$ cat src/rtl/qspi_target.sv
// qspi_target: quad-SPI memory target, oversampled in the clk domain.
// Accepts quad read (EB) and quad write (38) with a 24-bit address into a
// small byte array; any other command is flagged and ignored until deselect.
//
// State    | meaning
// ---------+-----------------------------------------------------------
// S_IDLE   | deselected, or waiting for a fresh cs_n fall after reset
// S_CMD    | shifting in the 2 command nibbles
// S_ADDR   | shifting in the 6 address nibbles
// S_DUMMY  | counting DUMMY sck rises before read data
// S_RDATA  | driving read nibbles on sck falls
// S_WDATA  | assembling write bytes from sampled nibbles
// S_IGNORE | unsupported command, bus stays tri-stated until deselect
module qspi_target #(
   parameter int MEM_BYTES = 256,
   parameter int DUMMY     = 4
) (
   input  logic       clk,
   input  logic       reset,
   input  logic       sck,
   input  logic       cs_n,
   input  logic [3:0] sd_in,
   output logic [3:0] sd_out,
   output logic [3:0] sd_oe,
   output logic       busy,
   output logic       cmd_err
);

   localparam int         AW       = (MEM_BYTES > 1) ? $clog2(MEM_BYTES) : 1;
   localparam logic [7:0] CMD_LD   = 8'd1;
   localparam logic [7:0] ADDR_LD  = 8'd5;
   localparam logic [7:0] DUMMY_LD = (DUMMY > 0) ? 8'(DUMMY - 1) : 8'd0;
   localparam logic [7:0] OP_READ  = 8'hEB;
   localparam logic [7:0] OP_WRITE = 8'h38;

   typedef enum logic [2:0] {
      S_IDLE, S_CMD, S_ADDR, S_DUMMY, S_RDATA, S_WDATA, S_IGNORE
   } state_t;

   state_t      state_q, state_d;
   logic        sck_s1_q, sck_s2_q, sck_s3_q;
   logic        cs_s1_q, cs_s2_q, cs_s3_q;
   logic [3:0]  sd_s1_q, sd_s2_q;
   logic [1:0]  fill_q;
   logic        armed_q, armed_d;
   logic [7:0]  cnt_q, cnt_d;
   logic [3:0]  nib_q, nib_d;
   logic [23:0] addr_q, addr_d;
   logic        half_q, half_d;
   logic        is_rd_q, is_rd_d;
   logic        oe_q, oe_d;
   logic [3:0]  out_q, out_d;
   logic        err_q, err_d;
   logic        wr_pend_q, wr_pend_d;
   logic [7:0]  wr_byte_q, wr_byte_d;
   logic [7:0]  mem_q [MEM_BYTES];
   logic [AW-1:0] idx;
   logic [7:0]  rd_byte;
   logic        sck_rise, sck_fall, cs_fall;

   // Upper address bits alias onto the array.
   assign idx      = addr_q[AW-1:0];
   assign rd_byte  = mem_q[idx];
   // sck edges only count while selected; a cs_n fall always wins.
   assign sck_rise = ~cs_s2_q &  sck_s2_q & ~sck_s3_q;
   assign sck_fall = ~cs_s2_q & ~sck_s2_q &  sck_s3_q;
   assign cs_fall  =  cs_s3_q & ~cs_s2_q;

   // Input synchronizers plus one extra stage for edge detection.
   always_ff @(posedge clk or posedge reset) begin
      if (reset) begin
         sck_s1_q <= 1'b0;
         sck_s2_q <= 1'b0;
         sck_s3_q <= 1'b0;
         cs_s1_q  <= 1'b1;
         cs_s2_q  <= 1'b1;
         cs_s3_q  <= 1'b1;
         sd_s1_q  <= 4'h0;
         sd_s2_q  <= 4'h0;
         fill_q   <= 2'b00;
      end else begin
         sck_s1_q <= sck;
         sck_s2_q <= sck_s1_q;
         sck_s3_q <= sck_s2_q;
         cs_s1_q  <= cs_n;
         cs_s2_q  <= cs_s1_q;
         cs_s3_q  <= cs_s2_q;
         sd_s1_q  <= sd_in;
         sd_s2_q  <= sd_s1_q;
         fill_q   <= {fill_q[0], 1'b1};
      end
   end

   // FSM state register.
   always_ff @(posedge clk or posedge reset) begin
      if (reset) state_q <= S_IDLE;
      else       state_q <= state_d;
   end

   // Next-state and datapath update from synchronized protocol events.
   always_comb begin
      state_d   = state_q;
      cnt_d     = cnt_q;
      nib_d     = nib_q;
      addr_d    = addr_q;
      half_d    = half_q;
      is_rd_d   = is_rd_q;
      oe_d      = oe_q;
      out_d     = out_q;
      err_d     = 1'b0;
      wr_pend_d = 1'b0;
      wr_byte_d = wr_byte_q;
      // The reset value of the cs_n synchronizer looks like a fall once real
      // samples arrive; only arm after cs_n has truly been seen high.
      armed_d   = armed_q | (fill_q[1] & cs_s2_q);
      if (wr_pend_q) addr_d = addr_q + 24'd1;
      if (cs_s2_q) begin
         state_d = S_IDLE;
         oe_d    = 1'b0;
         half_d  = 1'b0;
      end else begin
         case (state_q)
            S_IDLE: begin
               if (cs_fall && armed_q) begin
                  state_d = S_CMD;
                  cnt_d   = CMD_LD;
                  half_d  = 1'b0;
                  oe_d    = 1'b0;
                  addr_d  = 24'd0;
               end
            end
            S_CMD: begin
               if (sck_rise) begin
                  if (cnt_q == 8'd0) begin
                     case ({nib_q, sd_s2_q})
                        OP_READ: begin
                           is_rd_d = 1'b1;
                           state_d = S_ADDR;
                           cnt_d   = ADDR_LD;
                        end
                        OP_WRITE: begin
                           is_rd_d = 1'b0;
                           state_d = S_ADDR;
                           cnt_d   = ADDR_LD;
                        end
                        default: begin
                           state_d = S_IGNORE;
                           err_d   = 1'b1;
                        end
                     endcase
                  end else begin
                     nib_d = sd_s2_q;
                     cnt_d = cnt_q - 8'd1;
                  end
               end
            end
            S_ADDR: begin
               if (sck_rise) begin
                  addr_d = {addr_q[19:0], sd_s2_q};
                  half_d = 1'b0;
                  if (cnt_q == 8'd0) begin
                     if (!is_rd_q) begin
                        state_d = S_WDATA;
                     end else if (DUMMY == 0) begin
                        state_d = S_RDATA;
                     end else begin
                        state_d = S_DUMMY;
                        cnt_d   = DUMMY_LD;
                     end
                  end else begin
                     cnt_d = cnt_q - 8'd1;
                  end
               end
            end
            S_DUMMY: begin
               if (sck_rise) begin
                  if (cnt_q == 8'd0) state_d = S_RDATA;
                  else               cnt_d   = cnt_q - 8'd1;
               end
            end
            S_RDATA: begin
               if (sck_fall) begin
                  oe_d = 1'b1;
                  if (!half_q) begin
                     out_d  = rd_byte[7:4];
                     half_d = 1'b1;
                  end else begin
                     out_d  = rd_byte[3:0];
                     half_d = 1'b0;
                     addr_d = addr_q + 24'd1;
                  end
               end
            end
            S_WDATA: begin
               if (sck_rise) begin
                  if (!half_q) begin
                     nib_d  = sd_s2_q;
                     half_d = 1'b1;
                  end else begin
                     wr_pend_d = 1'b1;
                     wr_byte_d = {nib_q, sd_s2_q};
                     half_d    = 1'b0;
                  end
               end
            end
            S_IGNORE: ;
            default: state_d = S_IDLE;
         endcase
      end
   end

   // Datapath registers.
   always_ff @(posedge clk or posedge reset) begin
      if (reset) begin
         armed_q   <= 1'b0;
         cnt_q     <= 8'd0;
         nib_q     <= 4'h0;
         addr_q    <= 24'd0;
         half_q    <= 1'b0;
         is_rd_q   <= 1'b0;
         oe_q      <= 1'b0;
         out_q     <= 4'h0;
         err_q     <= 1'b0;
         wr_pend_q <= 1'b0;
         wr_byte_q <= 8'h00;
      end else begin
         armed_q   <= armed_d;
         cnt_q     <= cnt_d;
         nib_q     <= nib_d;
         addr_q    <= addr_d;
         half_q    <= half_d;
         is_rd_q   <= is_rd_d;
         oe_q      <= oe_d;
         out_q     <= out_d;
         err_q     <= err_d;
         wr_pend_q <= wr_pend_d;
         wr_byte_q <= wr_byte_d;
      end
   end

   // Memory write port; contents deliberately survive reset.
   always_ff @(posedge clk) begin
      if (wr_pend_q) mem_q[idx] <= wr_byte_q;
   end

   // Outputs; sd_oe drops combinationally the clk cs_n is seen high.
   always_comb begin
      sd_out  = out_q;
      sd_oe   = (state_q == S_RDATA && oe_q && !cs_s2_q) ? 4'hF : 4'h0;
      busy    = ~cs_s2_q;
      cmd_err = err_q;
   end

endmodule

$ cat config.mk
export PLATFORM = sky130hd
export DESIGN_NAME = qspi_target
export DESIGN_NICKNAME = d
export VERILOG_FILES = /design/src/rtl/qspi_target.sv
export SDC_FILE = /design/constraint.sdc
export NUM_CORES = 2
export LEC_CHECK = 0
export CAP_MARGIN = 10
export CORE_AREA = 2 2 459 461
export DETAILED_ROUTE_END_ITERATION = 8
export DIE_AREA = 0 0 461 463
export GPL_ROUTABILITY_DRIVEN = 0
export PLACE_DENSITY = 0.51
export SYNTH_ARGS = -nofsm -noshare
export SYNTH_HDL_FRONTEND = slang
export SYNTH_SLANG_ARGS = --single-unit
$ cat constraint.sdc
create_clock -name clk -period 5.5 [get_ports clk]
set_input_delay 1.375 -clock clk [delete_from_list [all_inputs] [get_ports clk]]
set_output_delay 1.375 -clock clk [all_outputs]
set_load 0.05 [all_outputs]
== Word-level counts from Yosys, hierarchy flattened ==
Memories as Yosys holds them, arrays and structs flattened.
Index checks and enable logic that the tools add are counted.
W data, S select, Z words.

* Flip-flop bits (word level): 73
* Bits in latches: 0
* RAM bits: 2048
* ROM bits: 0
* Input bits: 8
* Output and inout port bits: 10
* Logic and storage cells: 140
* Memories: 1

* Add/sub/neg operators: 2
* Multiply operators: 0
* Div/mod/pow operators: 0
* Magnitude comparators: 0
* Equality and inequality tests: 28
* Shifts and indexed selects: 0
* Mux-type cells: 57
* Bitwise operators: 10
* Reductions and logical operators: 21

{| class="wikitable"
|+ Memories
! name !! words !! width !! rd ports !! clocked after Yosys merged registers in !! write ports !! RTL line !! RTL
|-
| mem_q || 256 || 8 || 1 || 0 || 1 || 56 || <nowiki>logic [7:0] mem_q [MEM_BYTES];</nowiki>
|}

{| class="wikitable"
|+ Operators by type and width
! cell !! count
|-
| $mux W24 || 6
|-
| $mux W8 || 9
|-
| $pmux W24 S3 || 1
|-
| $ne A3 B3 Y1 const B || 11
|-
| $pmux W8 S4 || 1
|-
| $mux W3 || 10
|-
| $add A24 B1 Y24 const B || 1
|-
| $mux W4 || 6
|-
| $mux W1 || 19
|-
| $ne A2 B2 Y1 const B || 8
|-
| $pmux W3 S5 || 1
|-
| $reduce_and A5 Y1 || 2
|-
| $eq A3 B3 Y1 const B || 3
|-
| $reduce_and A9 Y1 || 1
|-
| $eq A8 B6 Y1 const B || 1
|-
| $eq A8 B8 Y1 const B || 1
|-
| $logic_not A8 Y1 || 1
|-
| $pmux W4 S2 || 1
|-
| $reduce_and A8 Y1 || 1
|-
| $sub A8 B1 Y8 const B || 1
|-
| $and A1 B1 Y1 || 6
|-
| $eq A3 B2 Y1 const B || 2
|-
| $reduce_and A3 Y1 || 2
|-
| $reduce_and A6 Y1 || 1
|-
| other kinds (16) || 22
|}

== Depth between registers and ports, before layout ==
* Depth after elaboration: 7
* Gate-level depth with buffers: 15

== Least setup slack after synthesis ==
Ideal clock, no wire load.

* Path type: register to register
* Start: register wr_byte_q[0]
* End: memory mem_q[0][0] (data pin)
* Library setup time: 0.803 ns
* Arrival time: 3.181 ns
* Data required time: 4.697 ns
* Slack: 1.516 ns
* Cell stages (with the launch flop): 1
* Buffers on the path: 0
* Clock period less this slack: 3.984 ns
* Cells stage by stage: dfrtp_1

{| class="wikitable"
|+ RTL lines
! what !! RTL line !! RTL
|-
| from (decl) || 55 || <nowiki>logic [7:0] wr_byte_q, wr_byte_d;</nowiki>
|-
| from (signal assigned) || 237 || <nowiki>wr_byte_q <= wr_byte_d;</nowiki>
|-
| to (decl) || 56 ||
|}

Straight into the memory's write port.

== Final worst setup path ==
* Start: register state_q[2]
* End: output sd_oe[2]

* Cells in the longest elaborated chain, start to end: 4

{| class="wikitable"
|+ Ends and longest elaborated chain
! what !! RTL line !! RTL
|-
| from (decl) || 40 || <nowiki>state_t state_q, state_d;</nowiki>
|-
| from (signal assigned) || 97 || <nowiki>else state_q <= state_d;</nowiki>
|-
| $eq A3 B3 Y1 || 249 || <nowiki>sd_oe = (state_q == S_RDATA && oe_q && !cs_s2_q) ? 4'hF : 4'h0;</nowiki>
|-
| $logic_and A1 B1 Y1 (2 in a row) || 249 ||
|-
| $mux W4 || 249 ||
|-
| to (decl) || 24 || <nowiki>output logic [3:0] sd_oe,</nowiki>
|}

Every way passes these cells.

==> flow_summary.toml <==
[timing]
rsz0062_at_grt = "no"
period_minus_slack_ns = 5.16
maxSlewHeadroom_pct = -15.9
setup_ws_ns = 0.339
setup_viol_count_final = 0
period_share_pct = 93.8
slew_viol_final = 136
clock_skew_ns = 0.0428
setup_tns_ns = 0
hold_violations = 0
tightest_slew_ns = 1.74
max_freq_mhz = 194

[pwr]
p_leak_nw = 33.3
max-vdd-ir-drop_mv = 0.357
powerDensity_nw_per_um2 = 357

[critical_path]
cp_data_required_time_ns = 4.12
cpMaxStageDelayCell = "nor3_1"
max_stage_delay_ns = 0.82
worst-path-max-fanout = 19
r2r-end = "mem_q[39][3]"
path_depth = 4
reg2reg_slack_ns = 0.78
cp_data_arrival_time_ns = 3.79
cp-start-kind = "flip-flop"
reg2reg_from = "addr_q[0]"
cp-end-kind = "output pin"
setup.worst_path.start = "state_q[2]"
worstRegToRegCells = 6
critPathKind = "reg -> out"
crit_family = "simple AND/OR/NAND/NOR gates"
path_cells = "inv_1 -> nor3_1 -> and3_1 -> clkdlybuf4s50_1"
crit_end = "sd_oe[2]"
path_buf_inv = 2

[synth]
yosysSeqAreaShare_pct = 75.9
ys_ff_latch = 2105
synthArstFlopShare_pct = 2.71
synth_top_cell_area_share_pct = 74.2
synth_top_cell_by_area = "edfxtp_1"
synth_edf_count = 2048
synthTopCellsByArea = "edfxtp_1 (74%), mux4_2 (11%), mux2i_1 (2.9%)"
synthCells = 4181
synthFlopType = "edfxtp_1"
synth.avg_cell_area_um2 = 19.8
synth_warnings = 0
synth_nets = 4196
synth_cell_types = 80
syn_area_um2 = 82900

[cts]
postCtsSetupRepairBufs = 0
postCtsHoldBufs = 0
root_buffer = "clkbuf_16"
clkSinkCount = 2105
cts.clk_slew.worst_paths_ns = 0.06
worstSkewPairLatency_ns = 0.86
clockBufferDepth = 3
tritoncts = "built"
numCtsBuffers = 216
cts_resized = 0
h-tree-depth = 4

[placement]
place_ws_ns = 0.771
io_buffers = 17
place_hpwl_um = 154000

[layout]
mostFrequentLayoutCells = "edfxtp_1 (2048), mux4_2 (415), nor2_1 (315)"
drive_gt1_share_pct = 21.7
final_common_cell = "edfxtp_1"
fin_nets = 4355
area_delta_synth_final_pct = 13.0

[status]
status = "finished with violations"
violations = "slew limit"

[grt]
grt-ovfl-total = 0
track_usage_pct = 23.0
grt_max_degree = 213
antenna_found_initial = 7
grt_first_pass_wirelength_um = 346000
grt_pass1_vias = 42800

[routing]
antenna_left = 0
drc_errors = 0
drt-initial-drc-count = 4996
viasPerCell = 5.86
routed_wl_um = 247000
wire_per_inst_um = 33.6
dr.pass1.iters = 6
vias = 42900

[floorplan]
die_y_um = 463
num_rows = 168
initial_core_util_pct = 39.8
die_x_um = 461
die-area_um2 = 213000
pin_count = 18
core_region_area_um2 = 209000

[worst_hold_path]
hold_class = "reg -> reg"

[job]
drv_cap = 0
power breakdown:
part	total (mW)	leakage (nW)	internal [mW]	switching, mW
registers	17.6	24.5	17.4	0.171
logic	1.58	5.40	0.510	1.07
clock network	14.3	3.35	7.98	6.32
total	33.5	33.3	25.9	7.56
per-stage QoR:
stage          instance area (um2)  hold WS, ns  instances  total power, mW  utilization [%]
2_1_floorplan                82900        0.331       4181             18.9                -
4_1_cts                      93700        0.354       7328             33.7             45.0
3_5_place_dp                 86900        0.338       6927             19.5             41.7
6_report                     93700        0.351       7329             33.5             45.0
3_3_place_gp                 86900        0.336       6927             19.5             41.7
5_1_grt                      93700        0.366       7329             34.4             45.0
worst min-delay path by stage:
| stage | cells after the start | start | slack (ns) | endpoint |
|---|---|---|---|---|
| after detailed placement | 0 | sd_s1_q[2] | 0.34 | sd_s2_q[2] |
| after global routing | 0 | fill_q[0] | 0.37 | fill_q[1] |
| after CTS | 0 | sd_s1_q[0] | 0.35 | sd_s2_q[0] |
| after floorplan | 0 | fill_q[0] | 0.33 | fill_q[1] |
| after global placement | 0 | fill_q[0] | 0.34 | fill_q[1] |
| final | 0 | sd_s1_q[0] | 0.35 | sd_s2_q[0] |
cell usage after synthesis, drive strengths merged, types with 5 or more instances:
master	number
a211o	5
a211oi	16
a21oi	44
a221oi	7
a22o	6
a22oi	73
a311oi	9
a31oi	15
a32oi	7
and3	26
buf	146
clkbuf	112
dfrtp	54
edfxtp	2048
ha	7
inv	12
mux2	30
mux2i	242
mux4	420
nand2	126
nand2b	11
nand3	88
nand4	22
nor2	317
nor2b	15
nor3	30
nor4	16
nor4b	8
nor4bb	5
o2111ai	7
o211ai	16
o21ai	44
o22ai	95
o32ai	5
or4	6
xnor2	12
metal layers:
metal	GRT usage, %	routed length [um]	vias to the layer above
met5	0	8	-
li1	-	-	17600
met3	4.38	18200	362
met4	6.71	7280	2
met1	33.3	106000	23200
met2	35.6	115000	1756
final cells by class:
class / count / area, um2
diodes: 1 / 2.50
clock buffers: 266 / 5610
clock inverters: 135 / 1250
fillers: 17900 / 115000
inverters: 14 / 57.6
multi-input cells: 1804 / 18500
flip-flops and latches: 2105 / 63000
well taps: 2805 / 3510
repair buffers: 199 / 1840
flip-flops by register name (all words and copies together) (netlist names), 2 cells and up:
register and flops:
sd_s1_q 4, mem_q 2048, state_q 3, nib_q 4, addr_q 8, wr_byte_q 8
cnt_q 8, fill_q 2, sd_s2_q 4, sd_out 4
cells by family after synthesis:
kind of cell / share of synthesized area, %
adders and majority gates: 0.118
buffers and inverters: 1.97
DFF: 75.9
muxes: 14.8
xor gates and xnor gates: 0.158
AOI/OAI and AO/OA: 3.19
and+or+nand+nor: 3.94
other: 0.00452
No activity file was read; power rests on OpenSTA's default activity.
